File: src/rtl/cpu_periph_pkg.sv
// Shared constants for the CPU peripheral slice: RX buffer FSM encodings and UART timing.
package cpu_periph_pkg;

    localparam logic [1:0] RXB_IDLE    = 2'd0;
    localparam logic [1:0] RXB_COUNT   = 2'd1;
    localparam logic [1:0] RXB_EXPIRED = 2'd2;

    localparam int UART_CLKS_PER_BIT = 10416;
    // Two bit-times of silence after the last byte counts as end of burst.
    localparam int RXB_TIMEOUT_DEF   = 2 * UART_CLKS_PER_BIT;

endpackage

File: src/rtl/sync_fifo_mem.sv
// DEPTH x DATA_W register array: synchronous write port, asynchronous read port.
// Contents are not reset.
module sync_fifo_mem #(
    parameter int ADDR_W = 4,
    parameter int DATA_W = 8
) (
    input  logic              i_clk,
    input  logic              i_we,
    input  logic [ADDR_W-1:0] i_waddr,
    input  logic [DATA_W-1:0] i_wdata,
    input  logic [ADDR_W-1:0] i_raddr,
    output logic [DATA_W-1:0] o_rdata
);

    logic [DATA_W-1:0] r_mem [2**ADDR_W];

    always_ff @(posedge i_clk) begin
        if (i_we) begin
            r_mem[i_waddr] <= i_wdata;
        end
    end

    assign o_rdata = r_mem[i_raddr];

endmodule

File: src/rtl/uart_rx_buffer.sv
// Receive-side show-ahead byte FIFO between uart_rx and the peripheral registers,
// with sticky overflow and a level IRQ on fill threshold or idle timeout.
module uart_rx_buffer
    import cpu_periph_pkg::*;
#(
    parameter int ADDR_W  = 4,
    parameter int THRESH  = 8,
    parameter int TIMEOUT = RXB_TIMEOUT_DEF
) (
    input  logic              i_clk,
    input  logic              i_rst_n,
    input  logic              i_rx_dv,
    input  logic [7:0]        i_rx_byte,
    input  logic              i_rd,
    input  logic              i_irq_en,
    input  logic              i_clr,
    output logic [7:0]        o_rx_data,
    output logic [ADDR_W:0]   o_rx_count,
    output logic              o_rx_empty,
    output logic              o_rx_full,
    output logic              o_rx_ovf,
    output logic              o_rx_irq
);

    localparam int DEPTH = 2**ADDR_W;
    localparam int CNT_W = $clog2(TIMEOUT) + 1;

    localparam logic [ADDR_W:0] C_DEPTH  = (ADDR_W+1)'(DEPTH);
    localparam logic [ADDR_W:0] C_THRESH = (ADDR_W+1)'(THRESH);
    localparam logic [CNT_W-1:0] C_LAST  = CNT_W'(TIMEOUT - 1);

    logic [ADDR_W-1:0] r_wp;
    logic [ADDR_W-1:0] r_rp;
    logic [ADDR_W:0]   r_count;
    logic              r_ovf;
    logic              r_to_flag;
    logic [1:0]        r_state;
    logic [CNT_W-1:0]  r_idle_cnt;
    logic              r_irq;

    logic              w_empty;
    logic              w_full;
    logic              w_push;
    logic              w_pop;
    logic              w_drop;
    logic [ADDR_W:0]   w_count_nxt;
    logic              w_drained;
    logic [7:0]        w_mem_rdata;

    assign w_empty = (r_count == '0);
    assign w_full  = (r_count == C_DEPTH);
    assign w_pop   = i_rd & ~w_empty;
    // At full, a same-cycle pop frees the slot the push lands in.
    assign w_push  = i_rx_dv & (~w_full | i_rd);
    assign w_drop  = i_rx_dv & w_full & ~i_rd;

    always_comb begin
        w_count_nxt = r_count;
        if (w_push && !w_pop) begin
            w_count_nxt = r_count + 1'b1;
        end else if (w_pop && !w_push) begin
            w_count_nxt = r_count - 1'b1;
        end
    end

    assign w_drained = (w_count_nxt == '0);

    sync_fifo_mem #(
        .ADDR_W (ADDR_W),
        .DATA_W (8)
    ) u_mem (
        .i_clk   (i_clk),
        .i_we    (w_push),
        .i_waddr (r_wp),
        .i_wdata (i_rx_byte),
        .i_raddr (r_rp),
        .o_rdata (w_mem_rdata)
    );

    always_ff @(posedge i_clk or negedge i_rst_n) begin
        if (!i_rst_n) begin
            r_wp    <= '0;
            r_rp    <= '0;
            r_count <= '0;
            r_ovf   <= 1'b0;
        end else begin
            if (w_push) begin
                r_wp <= r_wp + 1'b1;
            end
            if (w_pop) begin
                r_rp <= r_rp + 1'b1;
            end
            r_count <= w_count_nxt;
            if (w_drop) begin
                r_ovf <= 1'b1;
            end else if (i_clr) begin
                r_ovf <= 1'b0;
            end
        end
    end

    always_ff @(posedge i_clk or negedge i_rst_n) begin
        if (!i_rst_n) begin
            r_state    <= RXB_IDLE;
            r_idle_cnt <= '0;
            r_to_flag  <= 1'b0;
        end else begin
            case (r_state)
                RXB_IDLE: begin
                    if (w_push) begin
                        r_state    <= RXB_COUNT;
                        r_idle_cnt <= '0;
                    end
                end
                RXB_COUNT: begin
                    if (w_push) begin
                        r_idle_cnt <= '0;
                    end else if (w_drained) begin
                        r_state <= RXB_IDLE;
                    end else if (r_idle_cnt == C_LAST) begin
                        r_state   <= RXB_EXPIRED;
                        r_to_flag <= 1'b1;
                    end else if (r_idle_cnt != '1) begin
                        r_idle_cnt <= r_idle_cnt + 1'b1;
                    end
                end
                RXB_EXPIRED: begin
                    if (w_push) begin
                        r_state    <= RXB_COUNT;
                        r_idle_cnt <= '0;
                        r_to_flag  <= 1'b0;
                    end else if (i_clr || w_drained) begin
                        r_state   <= RXB_IDLE;
                        r_to_flag <= 1'b0;
                    end
                end
                default: begin
                    r_state   <= RXB_IDLE;
                    r_to_flag <= 1'b0;
                end
            endcase
        end
    end

    always_ff @(posedge i_clk or negedge i_rst_n) begin
        if (!i_rst_n) begin
            r_irq <= 1'b0;
        end else begin
            r_irq <= ((r_count >= C_THRESH) | r_to_flag) & i_irq_en;
        end
    end

    assign o_rx_data  = w_empty ? 8'h00 : w_mem_rdata;
    assign o_rx_count = r_count;
    assign o_rx_empty = w_empty;
    assign o_rx_full  = w_full;
    assign o_rx_ovf   = r_ovf;
    assign o_rx_irq   = r_irq;

endmodule

File: config.mk
export PLATFORM = sky130hd
export DESIGN_NAME = uart_rx_buffer
export DESIGN_NICKNAME = d
export VERILOG_FILES = /design/src/rtl/cpu_periph_pkg.sv /design/src/rtl/sync_fifo_mem.sv /design/src/rtl/uart_rx_buffer.sv
export SDC_FILE = /design/constraint.sdc
export NUM_CORES = 1
export LEC_CHECK = 0
export CAP_MARGIN = 0
export CORE_MARGIN = 1
export CORE_UTILIZATION = 55
export CTS_CLUSTER_SIZE = 10
export DETAILED_ROUTE_END_ITERATION = 12
export PLACE_DENSITY = 0.73
export SLEW_MARGIN = 20
export SYNTH_ARGS = -nofsm -noshare
export SYNTH_HDL_FRONTEND = slang
export SYNTH_SLANG_ARGS = --single-unit
export TNS_END_PERCENT = 30
File: constraint.sdc
create_clock -name i_clk -period 8.9 [get_ports i_clk]
set_input_delay 1.78 -clock i_clk [delete_from_list [all_inputs] [get_ports i_clk]]
set_output_delay 1.78 -clock i_clk [all_outputs]
set_load 0.005 [all_outputs]
Word level (Yosys, flattened, before mapping)
Memory sizes are Yosys's and may differ from the RTL's.
Index checks and enable logic that the tools add are counted.
W data, S select, Z words.
{"block": "totals", "reg_bits": 34, "ramBits": 128, "word_cells": 81, "n_memories": 1}
{"block": "classes", "addsub": 5, "n_lt_le_gt_ge": 1, "n_eq_ne": 15, "n_mux": 26, "n_bitwise": 11, "n_reduce_logical": 14}
{"memory": "u_mem.r_mem", "words": 16, "word_bits": 8, "rd": 1, "rd_ports_with_merged_regs": 0, "wr": 1, "line": "sync_fifo_mem.sv:15", "source": "logic [DATA_W-1:0] r_mem [2**ADDR_W];"}
{"op": "$mux W16", "n": 5}
{"op": "$pmux W16 S2", "n": 1}
{"op": "$add A16 B1 Y16 const B", "n": 1}
{"op": "$eq A16 B15 Y1 const B", "n": 1}
{"op": "$ne A16 B16 Y1 const B", "n": 1}
{"op": "$ne A3 B3 Y1 const B", "n": 5}
{"op": "$mux W2", "n": 6}
{"op": "$logic_not A5 Y1", "n": 2}
{"op": "$mux W5", "n": 2}
{"op": "$reduce_and A5 Y1", "n": 2}
{"op": "$mux W1", "n": 9}
{"op": "$add A4 B1 Y4 const B", "n": 2}
{"op": "$mux W8", "n": 1}
{"op": "$ne A2 B2 Y1 const B", "n": 4}
{"op": "$pmux W2 S3", "n": 1}
{"op": "$add A5 B1 Y5 const B", "n": 1}
{"op": "$and A1 B1 Y1", "n": 5}
{"op": "$eq A5 B5 Y1 const B", "n": 1}
{"op": "$ge A5 B4 Y1 const B", "n": 1}
{"op": "$sub A5 B1 Y5 const B", "n": 1}
{"op": "$not A1 Y1", "n": 4}
{"op": "$reduce_and A4 Y1", "n": 1}
{"op": "$reduce_bool A2 Y1", "n": 2}
{"op": "$pmux W1 S3", "n": 1}
{"op": "other kinds (9)", "n": 12}

Logic depth before layout (Yosys ltp)
{"block": "logic_depth", "ltp_word": 13, "depth_mapped": 11, "depth_no_buf": 9}

Modules after synthesis
From an unflattened synthesis, not the netlist that was laid out.
{"block": "unflattened", "cells_unflattened": 443, "hier_area_um2": 7080.5}
{"mod": "sync_fifo_mem", "instances": 1, "cells_per_inst": 221, "area_each_um2": 4987.3, "seq_area_each_um2": 3843.7}
{"mod": "uart_rx_buffer", "instances": 1, "cells_per_inst": 222, "area_each_um2": 2093.3, "seq_area_each_um2": 850.8}

Worst setup path before layout
No wires, ideal clock.
{"block": "synth_path", "path_type": "reg2out", "start": "reg r_rp[0]", "end": "out o_rx_data[0]", "arrival_time_ns": 2.369, "setup_slack_ns": 4.751, "stages_incl_launch_ff": 6, "path_cell_list": "dfrtp_1 -> clkbuf_1 -> buf_1 -> mux4_2 -> mux4_2 -> and2_1"}
{"block": "synth_via", "elab_chain_cells": 2}
{"item": "start: declaration", "line": "uart_rx_buffer.sv:33", "source": "logic [ADDR_W-1:0] r_rp;"}
{"item": "start signal: assignment", "line": "uart_rx_buffer.sv:91", "source": "r_rp <= r_rp + 1'b1;"}
{"item": "$mem_v2 Z16 W8"}
{"item": "$mux W8", "line": "uart_rx_buffer.sv:153", "source": "assign o_rx_data = w_empty ? 8'h00 : w_mem_rdata;"}
{"item": "end: declaration", "line": "uart_rx_buffer.sv:17", "source": "output logic [7:0] o_rx_data,"}
No other way between the ends.

Final worst setup path
Same ends and word-level chain as after synthesis.

==> flow_summary_export.csv <==
group,metric,value,unit
die,rows,41,
die,die_w,116,µm
power_and_ir_drop,p_leak,2.83,nW
timing,skew,0.0120,ns
grt,antenna_found_initial,1,
placed_design,hpwlAfterDp,8.47,mm
status,status,"complete, no violations",
timing,worstMarginPinSlew,0.722,ns
timing,fin_tns_setup,0,ns
yosys,synth_top_flop_cell,"edfxtp_1",
timing,rsz0062_at_grt,"no",
placed_design,io_buffers,30,
cts,root_buffer,"clkbuf_16",
yosys,synth_top_family_by_area,"multiplexers",
yosys,netlist_instances,437,
yosys,async_reset_ff_share,21.0,%
routing,drt-total-wl,14.0,mm
cts,post-cts-setup-buffers,0,
cts,ctsResizeCount,0,
layout,area.growth.synth_to_final,13.8,%
setup_path,crit_type,"flip-flop to output port",
routing,post-route-drc-count,0,
yosys,synthMuxAreaShare,13.1,%
setup_path,critPathBufInv,2,
yosys,syn-num-nets,460,
die,initial_core_util,56.5,%
cts,h-tree-depth,4,
hold_path,holdCritPathClass,"flip-flop to flip-flop",
timing,min_period,4.80,ns
die,die_y,116,µm
timing,finalCritPeriodShare,54.0,%
layout,final_cells,654,
setup_path,slowest_stage,"mux4_2",
yosys,synth_seq_cells,162,
timing,slew_viol_final,0,
yosys,ys_warn_count,0,
power_and_ir_drop,power_per_cell_area,301,nW/µm²
yosys,yosys.area_share.simple,10.8,%
timing,hold_viol_final,0,
setup_path,worstPathArrival,3.02,ns
setup_path,cp.required,7.12,ns
placed_design,placed_cells,623,
cts,cts.hold.buffers_added,0,
grt,grt_max_degree,36,
yosys,synth_area,7120,µm²
setup_path,path_delay_family,"multiplexers",
setup_path,slowest_delay,0.61,ns
power_and_ir_drop,ir_worst_vdd,0.189,mV
die,die-area,13400,µm²
routing,firstDrtPassIters,6,
yosys,synth_fa_ha_area_share,1.58,%
yosys,yosysSeqAreaShare,65.9,%
routing,vias_per_cell,6.12,
routing,drtIter0Drc,417,
timing,fmaxAchievable,208,MHz
layout,fin_nets,493,
yosys,synth-compound-area-share,5.71,%
timing,timing.slew.headroom,51.9,%
cts,cts_inserted_buffers,17,
yosys,postSynthAreaPerCell,16.3,µm²
cts,cts.path.max_buffers,2,
routing,vias,4001,
routing,drtAntennaViolNets,0,
setup_path,cp_common_cell,"mux4_2",
cts,clk_latency,0.42,ns
yosys,synth-edff-count,128,
cts,cts.reportedPaths.clkPinSlew,0.06,ns
setup_path,cp-start-kind,"flip-flop",
grt,grtUsageTotal,22.7,%
grt,grt_pass1_wl,21.5,mm
setup_path,crit_fanout,35,
grt,grt_pass1_vias,3885,
cts,cts_tree,"yes",
setup_path,crit_chain,"buf_4 -> mux4_2 -> mux4_2 -> and2_1 -> clkdlybuf4s50_1",
die,ioPinCount,31,
die,core_area,12600,µm²
cts,clock_sinks,162,
placed_design,gp_congestion,0.812,
job,drv_cap,0,
yosys,synthXorXnorAreaFrac,0.861,%
yosys,netlist-cell-type-count,66,
layout,layout-drive-gt1-share,19.1,%
timing,setup_viol,0,
grt,gr-total-overflow,0,
setup_path,endpoint_kind,"output port",
routing,wire_per_inst,21.4,µm
worst paths after layout:
check                         startpoint  depth (start not counted)        endpoint  slack [ns]
setup / recovery                 r_rp[0]                          5    o_rx_data[0]        4.10
hold / removal                  o_rx_ovf                          2        o_rx_ovf        0.53
setup reg to reg           o_rx_count[0]                          9  r_idle_cnt[13]        5.34
hold reg to reg                 o_rx_ovf                          2        o_rx_ovf        0.53
max in group asynchronous        i_rst_n                          2         r_rp[0]        6.78
min in group asynchronous        i_rst_n                          2   o_rx_count[1]        1.77
final cells by class:
type,instances,area (µm²)
antenna,1,2.50
clock buffer,21,440
clock inverter,9,111
fill,888,4510
inverter,11,41.3
multi-input combinational,245,2280
sequential,162,4700
tap,172,215
timing repair buffer,33,323
layer usage:
layer  track usage [%]  share of wire (%)  wire length (µm)  up-vias
li1                  -                  -                 -     1786
met1              31.8                 44              6130     2051
met2              34.8                 49              6780      141
met3              6.17                5.7               803       23
met4              7.52                1.9               266        0
met5                 0                  0                 0        -
registers in the layout, indices dropped and copies added, names as in the netlist:
name	flops
r_to_flag	1
o_rx_ovf	1
r_wp	4
u_mem.r_mem	128
r_idle_cnt	16
r_rp	4
o_rx_irq	1
o_rx_count	5
r_state	2
layout by cell type, fill, tap and decap left out, types with 4 or more instances in the layout:
cell / instances
mux4_2: 40
and2_1: 21
and3_1: 9
nor2_1: 19
dfrtp_1: 33
edfxtp_1: 128
o21ai_0: 9
nor3_1: 11
clkbuf_1: 4
clkbuf_16: 17
nand4_1: 4
or2_2: 5
nand2_1: 30
xnor2_1: 6
ha_1: 9
nand3_1: 10
o211ai_1: 4
a21o_1: 4
clkdlybuf4s50_1: 30
inv_1: 11
a211o_1: 6
stage by stage:
step	setup slack, ns	utilization, %	hold WS, ns	total power [mW]	area, µm²
final	4.10	64.3	0.526	2.44	8110
after global routing	3.95	64.2	0.550	2.55	8110
after CTS	4.03	64.2	0.531	2.46	8110
after detailed placement	4.12	59.9	0.514	1.77	7560
after global placement	4.29	59.9	0.512	1.75	7560
after floorplan	4.75	-	0.485	1.51	7120
Yosys cell counts, types with 3 or more instances:
master	count	area share (%)
mux4_2	40	13
buf_1	5	0.26
nand2_1	30	1.6
or2_2	5	0.44
a21oi_1	3	0.21
o21ai_0	9	0.63
o21bai_1	3	0.32
a21o_1	4	0.42
nor2_1	19	1.0
buf_6	3	0.47
nand4_1	4	0.35
or3_1	3	0.26
nand3_1	10	0.70
edfxtp_1	128	54
nand4b_1	3	0.37
inv_1	11	0.58
xnor2_1	6	0.74
and2_1	21	1.8
a211o_1	6	0.74
o211ai_1	4	0.42
nor3_1	11	0.77
dfrtp_1	34	12
ha_1	9	1.6
clkbuf_1	8	0.42
and3_1	9	0.79
worst min-delay path: stages (launching register included):
cell and delay (ns):
dfrtp_1 0.34, inv_1 0.04, o32ai_1 0.09
logic make-up after synthesis:
logic type	count (synthesis)
compound gates	48
xor+xnor	7
fa+ha+maj	9
buf+inv	30
flops	162
mux	43
simple gates	138
power breakdown:
part           total (mW)  switching [mW]  internal, mW
Clock               0.692           0.282         0.410
Sequential           1.00          0.0891         0.916
Combinational       0.742           0.338         0.404
Power figures use the tool's default switching activity.
